[src/rtl/div_pkg.sv]
// Shared types and helpers for the sequential divider: state encoding,
// default width, and two's-complement magnitude/negation functions.
package div_pkg;

  localparam int DIV_W_DEFAULT = 8;
  localparam int DIV_W_MAX     = 64;

  typedef enum logic [1:0] {
    DIV_IDLE = 2'd0,
    DIV_CALC = 2'd1,
    DIV_FIX  = 2'd2,
    DIV_DONE = 2'd3
  } div_state_t;

  // Operates at DIV_W_MAX width; callers truncate back to their own width,
  // which is exact for two's-complement negation.
  function automatic logic [DIV_W_MAX-1:0] div_neg(input logic [DIV_W_MAX-1:0] v);
    return ~v + DIV_W_MAX'(1);
  endfunction

  function automatic logic [DIV_W_MAX-1:0] div_mag(input logic [DIV_W_MAX-1:0] v,
                                                    input logic              is_neg);
    return is_neg ? div_neg(v) : v;
  endfunction

endpackage

[src/rtl/div_step.sv]
// One radix-2 restoring iteration: shift the next dividend bit into the
// partial remainder and trial-subtract the divisor magnitude.
module div_step #(
  parameter int W = 8
) (
  input  logic [W:0]   rem_in,
  input  logic         bit_in,
  input  logic [W-1:0] dvs,
  output logic [W:0]   rem_out,
  output logic         q_bit
);

  logic [W+1:0] shifted;
  logic [W+1:0] diff;

  assign shifted = {rem_in, bit_in};
  assign diff    = shifted - {2'b00, dvs};
  assign q_bit   = ~diff[W+1];
  assign rem_out = q_bit ? diff[W:0] : shifted[W:0];

endmodule

[src/rtl/div_seq.sv]
// Multi-cycle signed/unsigned restoring divider with valid/ready channels.
// Optional macro DIV_ERR_FLAG_EN enables the divide-by-zero/overflow err flag.
module div_seq
  import div_pkg::*;
#(
  parameter int W = DIV_W_DEFAULT
) (
  input  logic         clk,
  input  logic         rst,
  input  logic         in_valid,
  output logic         in_ready,
  input  logic         in_signed,
  input  logic [W-1:0] dividend,
  input  logic [W-1:0] divisor,
  output logic         out_valid,
  input  logic         out_ready,
  output logic [W-1:0] quotient,
  output logic [W-1:0] remainder,
  output logic         err
);

  // state    | meaning
  // DIV_IDLE | waiting for operands, in_ready high
  // DIV_CALC | one restoring iteration per clock, W clocks
  // DIV_FIX  | apply result signs for signed operations
  // DIV_DONE | result held until out_ready

  localparam logic [W-1:0] MIN_NEG = {1'b1, {(W-1){1'b0}}};

  div_state_t   state, state_nxt;
  logic         sgn_q, dvd_neg_q, dvs_neg_q;
  logic [W-1:0] dvd_sr, dvs_mag, cnt;
  logic [W:0]   prem, prem_nxt;
  logic         q_bit;

  logic         accept, dvd_neg_in, dvs_neg_in, div0, ovf, special;
  logic [W-1:0] q_fix, r_fix;

  assign accept     = in_valid && in_ready;
  assign dvd_neg_in = in_signed && dividend[W-1];
  assign dvs_neg_in = in_signed && divisor[W-1];
  assign div0       = (divisor == '0);
  assign ovf        = in_signed && (dividend == MIN_NEG) && (divisor == '1);
  assign special    = div0 || ovf;

  assign q_fix = (sgn_q && (dvd_neg_q ^ dvs_neg_q)) ? W'(div_neg(DIV_W_MAX'(dvd_sr))) : dvd_sr;
  assign r_fix = (sgn_q && dvd_neg_q) ? W'(div_neg(DIV_W_MAX'(prem[W-1:0]))) : prem[W-1:0];

  div_step #(.W(W)) u_step (
    .rem_in  (prem),
    .bit_in  (dvd_sr[W-1]),
    .dvs     (dvs_mag),
    .rem_out (prem_nxt),
    .q_bit   (q_bit)
  );

  always_ff @(posedge clk) begin
    if (rst) state <= DIV_IDLE;
    else     state <= state_nxt;
  end

  always_comb begin
    state_nxt = state;
    case (state)
      DIV_IDLE: if (in_valid) state_nxt = special ? DIV_DONE : DIV_CALC;
      DIV_CALC: if (cnt == '0) state_nxt = DIV_FIX;
      DIV_FIX:  state_nxt = DIV_DONE;
      DIV_DONE: if (out_ready) state_nxt = DIV_IDLE;
      default:  state_nxt = DIV_IDLE;
    endcase
  end

  always_comb begin
    in_ready  = (state == DIV_IDLE);
    out_valid = (state == DIV_DONE);
  end

  // The dividend register shifts out dividend bits and shifts in quotient
  // bits, so after W iterations it holds the unsigned quotient.
  always_ff @(posedge clk) begin
    if (rst) begin
      sgn_q     <= 1'b0;
      dvd_neg_q <= 1'b0;
      dvs_neg_q <= 1'b0;
      dvd_sr    <= '0;
      dvs_mag   <= '0;
      prem      <= '0;
      cnt       <= '0;
      quotient  <= '0;
      remainder <= '0;
    end else begin
      case (state)
        DIV_IDLE: begin
          if (accept) begin
            sgn_q     <= in_signed;
            dvd_neg_q <= dvd_neg_in;
            dvs_neg_q <= dvs_neg_in;
            dvd_sr    <= W'(div_mag(DIV_W_MAX'(dividend), dvd_neg_in));
            dvs_mag   <= W'(div_mag(DIV_W_MAX'(divisor), dvs_neg_in));
            prem      <= '0;
            cnt       <= W'(W - 1);
            if (div0) begin
              quotient  <= '1;
              remainder <= dividend;
            end else if (ovf) begin
              quotient  <= dividend;
              remainder <= '0;
            end
          end
        end
        DIV_CALC: begin
          prem   <= prem_nxt;
          dvd_sr <= {dvd_sr[W-2:0], q_bit};
          if (cnt != '0) cnt <= cnt - W'(1);
        end
        DIV_FIX: begin
          quotient  <= q_fix;
          remainder <= r_fix;
        end
        default: ;
      endcase
    end
  end

`ifdef DIV_ERR_FLAG_EN
  always_ff @(posedge clk) begin
    if (rst)                                err <= 1'b0;
    else if (state == DIV_IDLE && accept)   err <= special;
    else if (state == DIV_FIX)              err <= 1'b0;
  end
`else
  assign err = 1'b0;
`endif

endmodule

[config.mk]
export PLATFORM = sky130hd
export DESIGN_NAME = div_seq
export DESIGN_NICKNAME = d
export VERILOG_FILES = /design/src/rtl/div_pkg.sv /design/src/rtl/div_step.sv /design/src/rtl/div_seq.sv
export SDC_FILE = /design/constraint.sdc
export NUM_CORES = 1
export LEC_CHECK = 0
export BUFFER_PORTS_ARGS = -buffer_cell sky130_fd_sc_hd__buf_2
export CAP_MARGIN = 20
export CORE_AREA = 2 2 92 138
export CTS_CLUSTER_SIZE = 8
export DETAILED_ROUTE_END_ITERATION = 8
export DIE_AREA = 0 0 94 140
export SLEW_MARGIN = 20
export SYNTH_ARGS = -nofsm -noshare
export SYNTH_HDL_FRONTEND = slang
export SYNTH_HIERARCHICAL = 1
export SYNTH_SLANG_ARGS = --single-unit
[constraint.sdc]
create_clock -name clk -period 4.1 [get_ports clk]
set_input_delay 0.205 -clock clk [delete_from_list [all_inputs] [get_ports clk]]
set_output_delay 0.205 -clock clk [all_outputs]
set_load 0.03 [all_outputs]
* Word level (Yosys, flattened, before mapping) *
Index checks and enable logic that the tools add are counted.

storage, ports and cells
  flip-flop bits (word level) = 54
  input port bits = 21
  output and inout bits = 19

operators by class
  add/subtract/negate cells = 6
  equal/unequal tests = 11
  multiplexer cells = 25
  bitwise gates (word level) = 6
  reduce and logical (&&, ||, !) cells = 19

operators by type and width
  kind                                                    count
  two-way mux 8 bit                                       13
  case mux 8 bit (2 select lines)                         4
  adder 8 x 1 -> 8 bit (second input constant)            4
  NOT 8 bit                                               4
  two-way mux 9 bit                                       2
  case mux 9 bit (2 select lines)                         1
  equality test 8 bit (second input constant)             2
  zero test 8 bit                                         2
  subtractor 10 x 8 -> 10 bit                             1
  AND reduction 3 bit                                     3
  two-way mux 2 bit                                       4
  case mux 2 bit (4 select lines)                         1
  nonzero test 8 bit                                      1
  subtractor 8 x 1 -> 8 bit (second input constant)       1
  logical AND 1 bit                                       7
  inequality test 2 bit (second input constant)           3
  equality test 2 bit (second input constant)             2
  inequality test 2 x 1 -> 1 bit (second input constant)  2
  AND reduction 2 bit                                     2
  nonzero test 2 bit                                      2
  inequality test 3 x 1 -> 1 bit (second input constant)  1
  equality test 2 x 1 -> 1 bit (second input constant)    1
  zero test 2 bit                                         1
  logical OR 1 bit                                        1
  2 further kinds                                         2

* Depth between registers and ports, before layout *
  word-level depth = 7
  depth in mapped cells = 10

* Cells and area by module *
Netlist, hierarchy kept.

by module, submodules not included
  module    instances  cells an instance  area an instance (µm²)  sequential area each (µm²)
  div_seq   1          364                2966.6                  1081.0
  div_step  1          72                 565.5                   0.0

* Worst setup path after synthesis *
Ideal clock, no wire load.

  path kind = reg-to-reg
  start = register dvd_sr[7]
  end = register prem[8]
  library setup time = 0.128 ns
  arrival = 2.139 ns
  setup slack = 1.834 ns
  stages on the path, launching flop included = 11
  path through = dfxtp_1 -> inv_1 -> ha_1 -> fa_1 -> nand2b_1 -> a2111oi_0 -> nor2_1 -> or4b_1 -> nand3_1 -> a22oi_1 -> nor2_1

between the ends
  longest elaborated chain between the ends = 3

RTL lines
  what                             line            source
  start: declaration               div_seq.sv:32   logic [W-1:0] dvd_sr, dvs_mag, cnt;
  start signal: assignment         div_seq.sv:98   dvd_sr <= W'(div_mag(DIV_W_MAX'(dividend), dvd_neg_in));
  start signal: assignment         div_seq.sv:113  dvd_sr <= {dvd_sr[W-2:0], q_bit};
  subtractor 10 x 8 -> 10 bit      div_step.sv:17  assign diff = shifted - {2'b00, dvs};
  two-way mux 9 bit                div_step.sv:19  assign rem_out = q_bit ? diff[W:0] : shifted[W:0];
  via prem_nxt[8]                  div_seq.sv:33   logic [W:0] prem, prem_nxt;
  case mux 9 bit (2 select lines)  div_seq.sv:92   case (state)
  end signal: assignment           div_seq.sv:112  prem <= prem_nxt;
  end: declaration                 div_seq.sv:33

The timed path passes the listed nets, and every way through them passes these cells.
A chain may end at the register's enable or synchronous reset.

* Worst setup path in the final report *
  start = register prem[0]
  end = register prem[8]

between the ends
  longest elaborated chain between the ends = 3

RTL lines
  what                             line
  subtractor 10 x 8 -> 10 bit      div_step.sv:17
  two-way mux 9 bit                div_step.sv:19
  via prem_nxt[8]                  div_seq.sv:33
  case mux 9 bit (2 select lines)  div_seq.sv:92

The timed path passes the listed nets, and every way through them passes these cells.

==> metrics.txt <==
syn_area_per_cell 8.10 µm²; Register Area 1080 µm²; Post-CTS Setup Inserts 0; Worst VDD drop 0.443 mV; ys async rst share 0; count of pins over their slew limit 0; drt pass-1 iters 5; GPL Wtd Cong 0.926; Post-synth top cells 61 x nor2_1, 54 x dfxtp_1, 34 x a21oi_1; Core Region 12000 µm²; worst-margin pin slew 0.984 ns; Post-synth EDFFs 0; Net Sw Frac 0.449; chip width 94 µm; largest net degree at the start of global routing 51; non-filler cells, final 617; PwrDens 703 nW/µm²; final setup TNS 0 ns; Root Buffer clkbuf_16; Place WS 1.22 ns; Psw 1.26 mW; drt first-iter violations 134; Clk Latency, worst-skew pair 0.30 ns; Max Buffers Root-to-Sink 2; Comb power frac 0.556; Final HPWL DP 7500 µm; final setup fails 0; final total power 2.80 mW; Peak Freq 0.350 GHz; post-synthesis cell type count 69; GR peak layer met2; count leader, synth nor2_1; sequential area share after synthesis 0.306; Synth Flop Type dfxtp_1; Critical Path Fanout Max 7; Mapped Area 3530 µm²; # diodes 0; Max Cap Viol 0; Final Cell Area 3980 µm²; Worst Hold Class input port to flop; Crit path required time 4.24 ns; warning count from the yosys run 6; Area growth syn-to-layout 12.6%; Final Cycle Share 0.697; CP Data Arrival Time 3.00 ns; leakage power 1.64 nW; DP Area 3830 µm²; routed vias 3246; Yosys reg bits 54; port bufs 38; # rows 49; Yosys top cell area share 0.306; layout cells sized above 1 0.144; met1 Usage GRT 0.155; hold slack 0.198 ns; Rel. slew slack 0.344; GR met2 Demand/Resource 0.284; final WL 9750 µm; unrepaired setup endpoints after global routing no; Syn Inst Count 436; DR WL/cell 15.8 µm; Setup crit end kind flop; fin crit period 2.86 ns; first-pass GRT wire length 16100 µm; sequential share of power 0.289; Total GRT Usage 0.152; CTS Hold Bufs 0; register clock-pin slew on the reported worst setup and hold paths 0.07 ns; Fin. Hold Viols 0; clk_skew 0.00762 ns; startpoint types flop; CTS sink cnt 54; TritonCTS Buffers 5; Residual DRC 0; chip height 140 µm; cell-internal power 1.54 mW; io pins 40; status complete, no violations; syn_nets 478; H-tree depth 2; fillers 1311; TritonCTS clock tree yes; Synth area leader dfxtp_1; top cells by area, synth dfxtp_1 31%, ha_1 7.1%, nor2_1 6.5%, xor2_1 6.0%, a21oi_1 4.8%; Finished Core Util 0.333; Final WS setup 1.24 ns; clock power share 0.155; area used by multi-input combinational logic 2240 µm²; Resize count post-CTS 0; Vias per Instance 5.26; die area 13200 µm²; initial antenna violation count 0; M3 GR Usage 0.0188; number of global-route vias before repair 3286; gr ovfl total 0; starting density of the core 0.295; fin nets 505; worst setup path class flop to flop; placed insts 609; Post-DRT Antenna Nets 0
-- placed cells by master, fill, tap and decap left out, types with 4 or more instances in the layout --
| master | instances |
|---|---|
| o221ai_1 | 5 |
| a21oi_1 | 34 |
| nor2_1 | 61 |
| nor4_1 | 4 |
| ha_1 | 20 |
| dfxtp_1 | 54 |
| a211oi_2 | 4 |
| buf_2 | 38 |
| xnor2_1 | 9 |
| mux2i_1 | 5 |
| mux2_4 | 5 |
| a211oi_1 | 12 |
| a311oi_1 | 5 |
| a221oi_1 | 4 |
| nand3_1 | 8 |
| nor3_1 | 22 |
| nand2_1 | 32 |
| clkbuf_16 | 5 |
| inv_1 | 28 |
| o21ai_0 | 8 |
| xor2_1 | 24 |
| o211ai_1 | 5 |
| a22oi_1 | 10 |
-- per-layer routing --
metal  up-vias  wire length (µm)
li1       1614                 -
met1      1533              3610
met2        63              5390
met3        36               249
met4         0               502
met5         -                 0
-- flip-flops by register name, indices dropped and copies added (netlist names) --
signal / cells
cnt: 8
dvd_neg_q: 1
dvd_sr: 8
dvs_mag: 8
dvs_neg_q: 1
prem: 9
quotient: 8
remainder: 8
sgn_q: 1
state: 2
-- critical path, stage by stage, from the launching register on --
cell,delay [ns]
dfxtp_1,0.48
inv_1,0.13
fa_1,0.48
nand2b_1,0.19
a2111oi_0,0.78
nor2_1,0.15
or4b_1,0.20
nand3_1,0.07
a22oi_1,0.16
nor2_1,0.06
-- cell families (layout without fill, tap and decap cells) --
logic type / Yosys count / after routing / share of synthesized area
simple gates: 147 / 147 / 0.193
compound gates: 119 / 119 / 0.243
flops: 54 / 54 / 0.306
buf+inv: 50 / 78 / 0.0599
xor+xnor: 33 / 33 / 0.0818
fa+ha+maj: 21 / 21 / 0.0765
mux: 11 / 11 / 0.0386
other cells: 1 / 1 / 0.00106
-- layout make-up --
type | count | share of cell area
well taps | 153 | 0.0481
clock inverters | 1 | 0.00126
repair buffers | 40 | 0.0516
flip-flops and latches | 54 | 0.272
multi-input cells | 332 | 0.563
inverters | 30 | 0.0283
clock buffers | 7 | 0.0359
-- path summary, 6_finish.rpt --
| kind | start | end | slack, ns | cells after the start |
|---|---|---|---|---|
| hold reg to reg | quotient[1]$_SDFFE_PP0P_ | quotient[1]$_SDFFE_PP0P_ | 0.45 | 2 |
| setup reg to reg | prem[0]$_SDFFE_PP0P_ | prem[8]$_SDFFE_PP0P_ | 1.24 | 9 |
| setup / recovery | prem[0]$_SDFFE_PP0P_ | prem[8]$_SDFFE_PP0P_ | 1.24 | 9 |
| hold / removal | divisor[0] | dvs_mag[0]$_SDFFE_PP0P_ | 0.20 | 3 |
-- power by group through the flow --
stage	clock network, mW	logic, mW	registers [mW]
floorplan	0	1.22	0.817
global placement	0	1.52	0.814
detailed placement	0	1.54	0.821
CTS	0.449	1.55	0.810
global route	0.464	1.73	0.828
finish	0.434	1.55	0.809
Note: power is estimated with default switching activity, not from simulation.
